[src/rtl/mcycle_ctrl.sv]
// Multi-cycle execute-unit scheduler: dispatches to divider/clmul/fpu, tracks
// completion, kill draining and timeout. Define FPU_SCHED_EN to enable the fpu path.
module mcycle_ctrl #(
  parameter int unsigned TIMEOUT = 64
) (
  input  logic        clk,
  input  logic        rst,
  input  logic        req_valid,
  input  logic [1:0]  req_unit,
  input  logic        kill,
  input  logic        div_ready,
  input  logic        clmul_ready,
  input  logic        fpu_ready,
  input  logic [31:0] div_result,
  input  logic [31:0] clmul_result,
  input  logic [31:0] fpu_result,
  input  logic [4:0]  fpu_flags,
  output logic        div_enable,
  output logic        clmul_enable,
  output logic        fpu_enable,
  output logic        stall,
  output logic        done,
  output logic [31:0] result,
  output logic [4:0]  flags,
  output logic        error
);

  typedef enum logic [1:0] {IDLE, BUSY, DONE, DRAIN} state_t;

  state_t      state_q, state_d;
  logic [1:0]  unit_q, unit_d;
  logic [6:0]  cnt_q, cnt_d, cnt_inc;
  logic [31:0] result_q, result_d, unit_result;
  logic [4:0]  flags_q, flags_d, unit_flags;
  logic        legal, unit_ready, timeout;
  logic [2:0]  en;
  logic        stall_c, done_c, error_c;

  always_comb begin
    legal       = (req_unit != 2'd3);
    unit_ready  = 1'b0;
    unit_result = '0;
    unit_flags  = '0;
`ifdef FPU_SCHED_EN
    case (unit_q)
      2'd0:    begin unit_ready = div_ready;   unit_result = div_result;   end
      2'd1:    begin unit_ready = clmul_ready; unit_result = clmul_result; end
      2'd2:    begin unit_ready = fpu_ready;   unit_result = fpu_result;
                     unit_flags = fpu_flags;                               end
      default: ;
    endcase
`else
    legal = legal && (req_unit != 2'd2);
    case (unit_q)
      2'd0:    begin unit_ready = div_ready;   unit_result = div_result;   end
      2'd1:    begin unit_ready = clmul_ready; unit_result = clmul_result; end
      default: ;
    endcase
`endif
    cnt_inc = (cnt_q == 7'(TIMEOUT)) ? cnt_q : cnt_q + 7'd1;
    // Compared against the incremented value so the error lands TIMEOUT-1 cycles after enable
    timeout = (cnt_inc == 7'(TIMEOUT - 1)) && !unit_ready;
  end

  always_comb begin
    state_d  = state_q;
    unit_d   = unit_q;
    cnt_d    = cnt_q;
    result_d = result_q;
    flags_d  = flags_q;
    en       = '0;
    stall_c  = 1'b0;
    done_c   = 1'b0;
    error_c  = 1'b0;
    case (state_q)
      IDLE: begin
        if (req_valid && !kill) begin
          if (legal) begin
            en[req_unit] = 1'b1;
            unit_d       = req_unit;
            cnt_d        = '0;
            stall_c      = 1'b1;
            state_d      = BUSY;
          end else begin
            error_c = 1'b1;
          end
        end
      end
      BUSY: begin
        stall_c = 1'b1;
        cnt_d   = cnt_inc;
        if (unit_ready) begin
          if (kill) begin
            state_d = IDLE;
          end else begin
            result_d = unit_result;
            flags_d  = unit_flags;
            state_d  = DONE;
          end
        end else if (kill) begin
          state_d = DRAIN;
        end else if (timeout) begin
          error_c = 1'b1;
          state_d = IDLE;
        end
      end
      DONE: begin
        done_c  = !kill;
        state_d = IDLE;
      end
      DRAIN: begin
        stall_c = req_valid;
        cnt_d   = cnt_inc;
        if (unit_ready) begin
          state_d = IDLE;
        end else if (timeout) begin
          error_c = 1'b1;
          state_d = IDLE;
        end
      end
      default: state_d = IDLE;
    endcase
  end

  always_ff @(posedge clk or negedge rst) begin
    if (!rst) begin
      state_q  <= IDLE;
      unit_q   <= '0;
      cnt_q    <= '0;
      result_q <= '0;
      flags_q  <= '0;
    end else begin
      state_q  <= state_d;
      unit_q   <= unit_d;
      cnt_q    <= cnt_d;
      result_q <= result_d;
      flags_q  <= flags_d;
    end
  end

  // Combinational outputs are forced low while reset is held
  assign div_enable   = rst & en[0];
  assign clmul_enable = rst & en[1];
  assign stall        = rst & stall_c;
  assign done         = rst & done_c;
  assign error        = rst & error_c;
  assign result       = result_q;

`ifdef FPU_SCHED_EN
  assign fpu_enable = rst & en[2];
  assign flags      = flags_q;
`else
  logic unused_fpu;
  assign unused_fpu = ^{fpu_ready, fpu_result, fpu_flags, en[2], flags_q};
  assign fpu_enable = 1'b0;
  assign flags      = '0;
`endif

endmodule

[config.mk]
export PLATFORM = sky130hd
export DESIGN_NAME = mcycle_ctrl
export DESIGN_NICKNAME = d
export VERILOG_FILES = /design/src/rtl/mcycle_ctrl.sv
export SDC_FILE = /design/constraint.sdc
export NUM_CORES = 1
export LEC_CHECK = 0
export ABC_AREA = 1
export CELL_PAD_IN_SITES_DETAIL_PLACEMENT = 0
export CELL_PAD_IN_SITES_GLOBAL_PLACEMENT = 2
export CORE_ASPECT_RATIO = 1.2
export CORE_MARGIN = 3
export CORE_UTILIZATION = 20
export CTS_BUF_LIST = sky130_fd_sc_hd__clkbuf_16
export DETAILED_ROUTE_END_ITERATION = 16
export GPL_ROUTABILITY_DRIVEN = 0
export PLACE_DENSITY = 0.93
export SLEW_MARGIN = 20
export SYNTH_ARGS = -nofsm -noshare
export SYNTH_HDL_FRONTEND = slang
export SYNTH_SLANG_ARGS = --single-unit
[constraint.sdc]
create_clock -name clk -period 2.1 [get_ports clk]
set_input_delay 0.42 -clock clk [delete_from_list [all_inputs] [get_ports clk]]
set_output_delay 0.42 -clock clk [all_outputs]
set_load 0.02 [all_outputs]
=== Word-level counts from Yosys, hierarchy flattened ===
Index checks and enable logic that the tools add are counted.

* Reduce and logical (&&, ||, !) cells: 14
* Add/sub/neg operators: 1
* Magnitude comparators: 2
* Eq/ne operators: 10
* Bitwise gates (word level): 6
* Muxes and demuxes: 30

{| class="wikitable"
|+ Operator list
! cell !! count
|-
| $pmux 32 s2 || 1
|-
| $mux 7 || 3
|-
| $mux 2 || 10
|-
| $pmux 7 s2 || 1
|-
| $mux 1 || 10
|-
| $reduce_and 3->1 || 3
|-
| $ne 2x2->1 const B || 4
|-
| $pmux 2 s4 || 1
|-
| $add 7x1->7 const B || 1
|-
| $eq 7x6->1 const B || 1
|-
| $eq 7x7->1 const B || 1
|-
| $pmux 1 s3 || 2
|-
| $and 1x1->1 || 5
|-
| $eq 2x1->1 const B || 2
|-
| $eq 2x2->1 const B || 2
|-
| $logic_and 1x1->1 || 4
|-
| $logic_not 2->1 || 2
|-
| $lt 2x3->1 const B || 1
|-
| $demux 1 s2 || 1
|-
| $ge 2x1->1 const B || 1
|-
| $logic_not 1->1 || 2
|-
| $pmux 1 s2 || 1
|-
| $reduce_and 2->1 || 1
|-
| $reduce_bool 2->1 || 1
|-
| 2 further kinds || 2
|}

* Input bits: 110
* Flip-flop bits (word level): 43
* Logic and storage cells: 67
* Output and inout port bits: 43

=== Longest topological paths before layout ===
* Word-level depth: 9
* Depth in mapped cells: 12
* Gate-level depth less buffers: 12

=== Least setup slack after synthesis ===
No wires, ideal clock.

* Path kind: register -> output
* Start: reg cnt_q[0]
* End: out error
* Buffers on the path: 0
* Arrival time: 1.491 ns
* Required time: 1.680 ns
* Stages on the path, launching flop included: 9
* Path slack: 0.189 ns
* Cell sequence: dfrtp_1 ha_1 nand2_1 nand3_1 nor2_2 nand2_1 nor2_2 nand4_1 a21oi_1

* Cells in the longest elaborated chain, start to end: 9
* Elaborated cells between the ends (all ways): 11
* Those cells by class: add/sub: 1; eq/ne: 2; mux: 6; bitwise: 1; reduce/logical: 1

{| class="wikitable"
|+ RTL lines
! item !! RTL line !! source
|-
| from (decl) || 32 || <nowiki>logic [6:0] cnt_q, cnt_d, cnt_inc;</nowiki>
|-
| from (signal assigned) || 135 || <nowiki>cnt_q <= cnt_d;</nowiki>
|-
| $add 7x1->7 or $eq 7x7->1 (tied branches) || 60 || <nowiki>cnt_inc = (cnt_q == 7'(TIMEOUT)) ? cnt_q : cnt_q + 7'd1;</nowiki>
|-
| $mux 7 (*) || 60 ||
|-
| $eq 7x6->1 (*) || 62 || <nowiki>timeout = (cnt_inc == 7'(TIMEOUT - 1)) && !unit_ready;</nowiki>
|-
| $logic_and 1x1->1 (*) || 62 ||
|-
| $mux 1 (*) || 102, 116 ||
|-
| $mux 1 || 100 || <nowiki>end else if (kill) begin</nowiki>
|-
| $mux 1 || 92 || <nowiki>if (unit_ready) begin</nowiki>
|-
| $pmux 1 s3 (*) || 75 || <nowiki>case (state_q)</nowiki>
|-
| $and 1x1->1 (*) || 146 || <nowiki>assign error = rst & error_c;</nowiki>
|-
| to (decl) || 25 || <nowiki>output logic error</nowiki>
|}

Every way passes the cells marked *; elsewhere a longest branch is shown, timed or not.

=== Worst setup path after layout ===
Same ends and word-level chain as after synthesis.

==> flow_summary.ini <==
[cells_and_area]
num-nets-final = 537
n_antenna_cell = 0
area_growth_pct = 63.1
final_common_cell = sky130_fd_sc_hd__clkdlybuf4s50_1
drive_above_1_share_pct = 22.8
layout.cells.most_common_list = sky130_fd_sc_hd__clkdlybuf4s50_1 (101), sky130_fd_sc_hd__nand2_1 (52), sky130_fd_sc_hd__dfrtp_1 (42)

[clock_network]
clkSinkCount = 43
clk_pin_slew_worst_paths_ns = 0.07
cts_htree_levels = 2
clk_path_buf_depth = 2
clk_latency_ns = 0.29
hold_buffers = 0
cts_root_buffer = sky130_fd_sc_hd__clkbuf_16
cts_inserted_buffers = 5
clock_tree_from_tritoncts = built

[power_and_ir_drop]
report.power.total_mw = 5.02
pwr-share-seq_pct = 28.3
power.density_nw_per_um2 = 1210
share_clk_of_total_power_pct = 15.5
leakage_nw = 1.97
max-vdd-ir-drop_uv = 476
power_frac_comb_pct = 56.2
p_sw_mw = 2.08
switching_share_pct = 41.6
power_report.internal_total_mw = 2.93

[timing]
setup_viol = 1
rsz_0062_raised_after_global_routing = true
achievable_frequency_mhz = 468
hold_viol_final = 0
finalWorstSetupSlack_ns = -0.0389
finalCriticalPeriod_ns = 2.14
final_min_period_over_clock_period_pct = 102
worst_rel_slew_slack_pct = 60.9
worst_slew_pin_slew_ns = 0.586
hold-worst-slack_ns = 0.229
finalMaxSlewViolations = 0
clock_skew_ns = 0.00675

[floorplan]
placeableCoreArea_sq_um = 12300
fp-row-count = 44
initial_cell_density_of_the_core_pct = 20.7
die_w_um = 109
io-pin-count = 153
design.die.area_sq_um = 14100
die_outline_height_um = 130

[worst_setup_path]
r2r.worst_path.cells = 13
regToRegEndpoint = state_q[0]
cp-startpoint = cnt_q[0]
worst_ep_required_time_ns = 1.68
cp_max_fo = 4
critical_path_class = register to output pin
regToRegSetupSlack_ns = 0.51
critPathLaunchType = register
critPathArrivalTime_ns = 1.72
kind_of_end_point_of_the_critical_path = output pin
worst_setup_path_endpoint = error
critical_path.reg2reg.startpoint = cnt_q[0]

[worst_hold_path]
hold_class = input pin to asynchronous set/reset pin

[grt]
grt.total_usage_pct = 11.7
grt_pass1_vias = 2663
grt_antenna_before_repair = 0
global_route_wire_length_before_repair_um = 13100
largest_net_degree_at_the_start_of_global_routing = 44
grt-ovfl-total = 0

[run_status]
violations = negative setup slack
run_status = finished with violations

[synthesis]
ys_ff_latch = 43
syn_area_sq_um = 2550
sequential_to_total_area_share_from_yosys_stat_pct = 42.3
ys_dominant_reg_cell = sky130_fd_sc_hd__dfrtp_1
postSynth.asyncResetShare_pct = 100
postSynthAreaPerCell_sq_um = 8.66
synth_cells = 294
synth_top_area_share_pct = 42.3
synth.yosys.warnings = 0
synth-edff-count = 0
yosysUniqueCellTypes = 28
synth.top_cells.by_area = sky130_fd_sc_hd__dfrtp_1 (42%), sky130_fd_sc_hd__a21oi_2 (9.6%), sky130_fd_sc_hd__a21o_1 (9.4%)
synth_top_area_cell = sky130_fd_sc_hd__dfrtp_1

[detailed_routing]
drt-wirelength-per-cell_um = 13.7
drcViolationCount = 0
antenna_violating_nets_post_route = 0
routed_wirelength_um = 8010
first_iter_violations = 101
vias = 2515
first_pass_iters = 4
detail_route.vias_per_cell = 4.29

[placement]
estimated_wirelength_of_the_detail_placed_design_um = 5810
io_buffer_count = 108
dp_worst_slack_ns = -0.540

[run]
cap_violations = 0
per-stage QoR:
stage / instance area (sq um) / util [%] / cells / TNS, ns
3_5_place_dp: 3960 / 32.2 / 577 / -2.33
3_3_place_gp: 3960 / 32.2 / 577 / -2.33
5_1_grt: 4150 / 33.8 / 586 / -0.275
2_1_floorplan: 2560 / - / 299 / 0
4_1_cts: 4130 / 33.7 / 585 / -0.0928
6_report: 4150 / 33.8 / 586 / -0.0389
worst min path at each step:
stage	endpoint	slack [ns]	cells past startpoint
6_report	state_q[0]	0.23	2
5_1_grt	result[10]	0.30	2
4_1_cts	result[10]	0.26	2
3_5_place_dp	result[30]	0.47	1
3_3_place_gp	result[13]	0.46	1
2_1_floorplan	cnt_q[0]	0.12	0
logic make-up (layout without fill, tap and decap cells):
group	after synthesis	after routing	share of synthesized area (%)
buffers and inverters	46	172	9.34
AND/OR/NAND/NOR	118	118	22.6
AO/OA/AOI/OAI	83	83	24.2
other	1	6	0.147
flip-flops	43	43	42.3
adder cells (fa/ha/maj)	3	3	1.47
sequential cells by signal, summed over array words and instances, names as in the netlist:
name,count
result,32
unit_q,2
state_q,2
cnt_q,7
final cells by class:
cell class              count  area [sq um]
inverters                  23          86.3
clock inverters             3          20.0
well taps                 161           201
fillers                  1279          8120
repair buffers            141          1340
clock buffers               5           125
multi-input cells         210          1310
flip-flops and latches     43          1080
layer usage:
layer / wire [um] / track usage, %
met5: 0 / 0
met2: 4310 / 22.4
met3: 425 / 2.34
met4: 87 / 3.12
met1: 3180 / 13.1
Yosys cell counts (2+ instances only):
cell                       instances
sky130_fd_sc_hd__a21o_1           32
sky130_fd_sc_hd__a21oi_1          10
sky130_fd_sc_hd__a21oi_2          28
sky130_fd_sc_hd__buf_4             9
sky130_fd_sc_hd__buf_6             4
sky130_fd_sc_hd__clkbuf_1          9
sky130_fd_sc_hd__dfrtp_1          43
sky130_fd_sc_hd__ha_1              3
sky130_fd_sc_hd__inv_1            22
sky130_fd_sc_hd__nand2_1          55
sky130_fd_sc_hd__nand2_4           2
sky130_fd_sc_hd__nand3_1          36
sky130_fd_sc_hd__nand3_2           2
sky130_fd_sc_hd__nand4_1           6
sky130_fd_sc_hd__nor2_1            8
sky130_fd_sc_hd__nor2_2            2
sky130_fd_sc_hd__nor3_1            3
sky130_fd_sc_hd__o21ai_0           7
sky130_fd_sc_hd__o22ai_1           4
power groups by stage:
stage	registers, mW	logic, mW	clock network (mW)
finish	1.42	2.82	0.777
global route	1.47	3.10	0.849
global placement	1.41	2.77	0
floorplan	1.71	1.24	0
CTS	1.42	2.86	0.823
detailed placement	1.42	2.80	0
critical path, stage by stage (launching register included):
cell	delay, ns
sky130_fd_sc_hd__dfrtp_2	0.41
sky130_fd_sc_hd__ha_4	0.16
sky130_fd_sc_hd__nand2_4	0.07
sky130_fd_sc_hd__inv_2	0.06
sky130_fd_sc_hd__nand2_1	0.07
sky130_fd_sc_hd__o21ai_1	0.12
sky130_fd_sc_hd__nand2_1	0.06
sky130_fd_sc_hd__inv_1	0.07
sky130_fd_sc_hd__nand4_1	0.12
sky130_fd_sc_hd__a21oi_2	0.14
sky130_fd_sc_hd__buf_4	0.15
timing repair:
item | in CTS | in global routing
pin swaps | 8 | 5
setup buffers | 1 | 1
endpoints found under the setup margin | 5 | 4
gates resized for setup | 33 | 8
No activity file was read; power rests on OpenSTA's default activity.
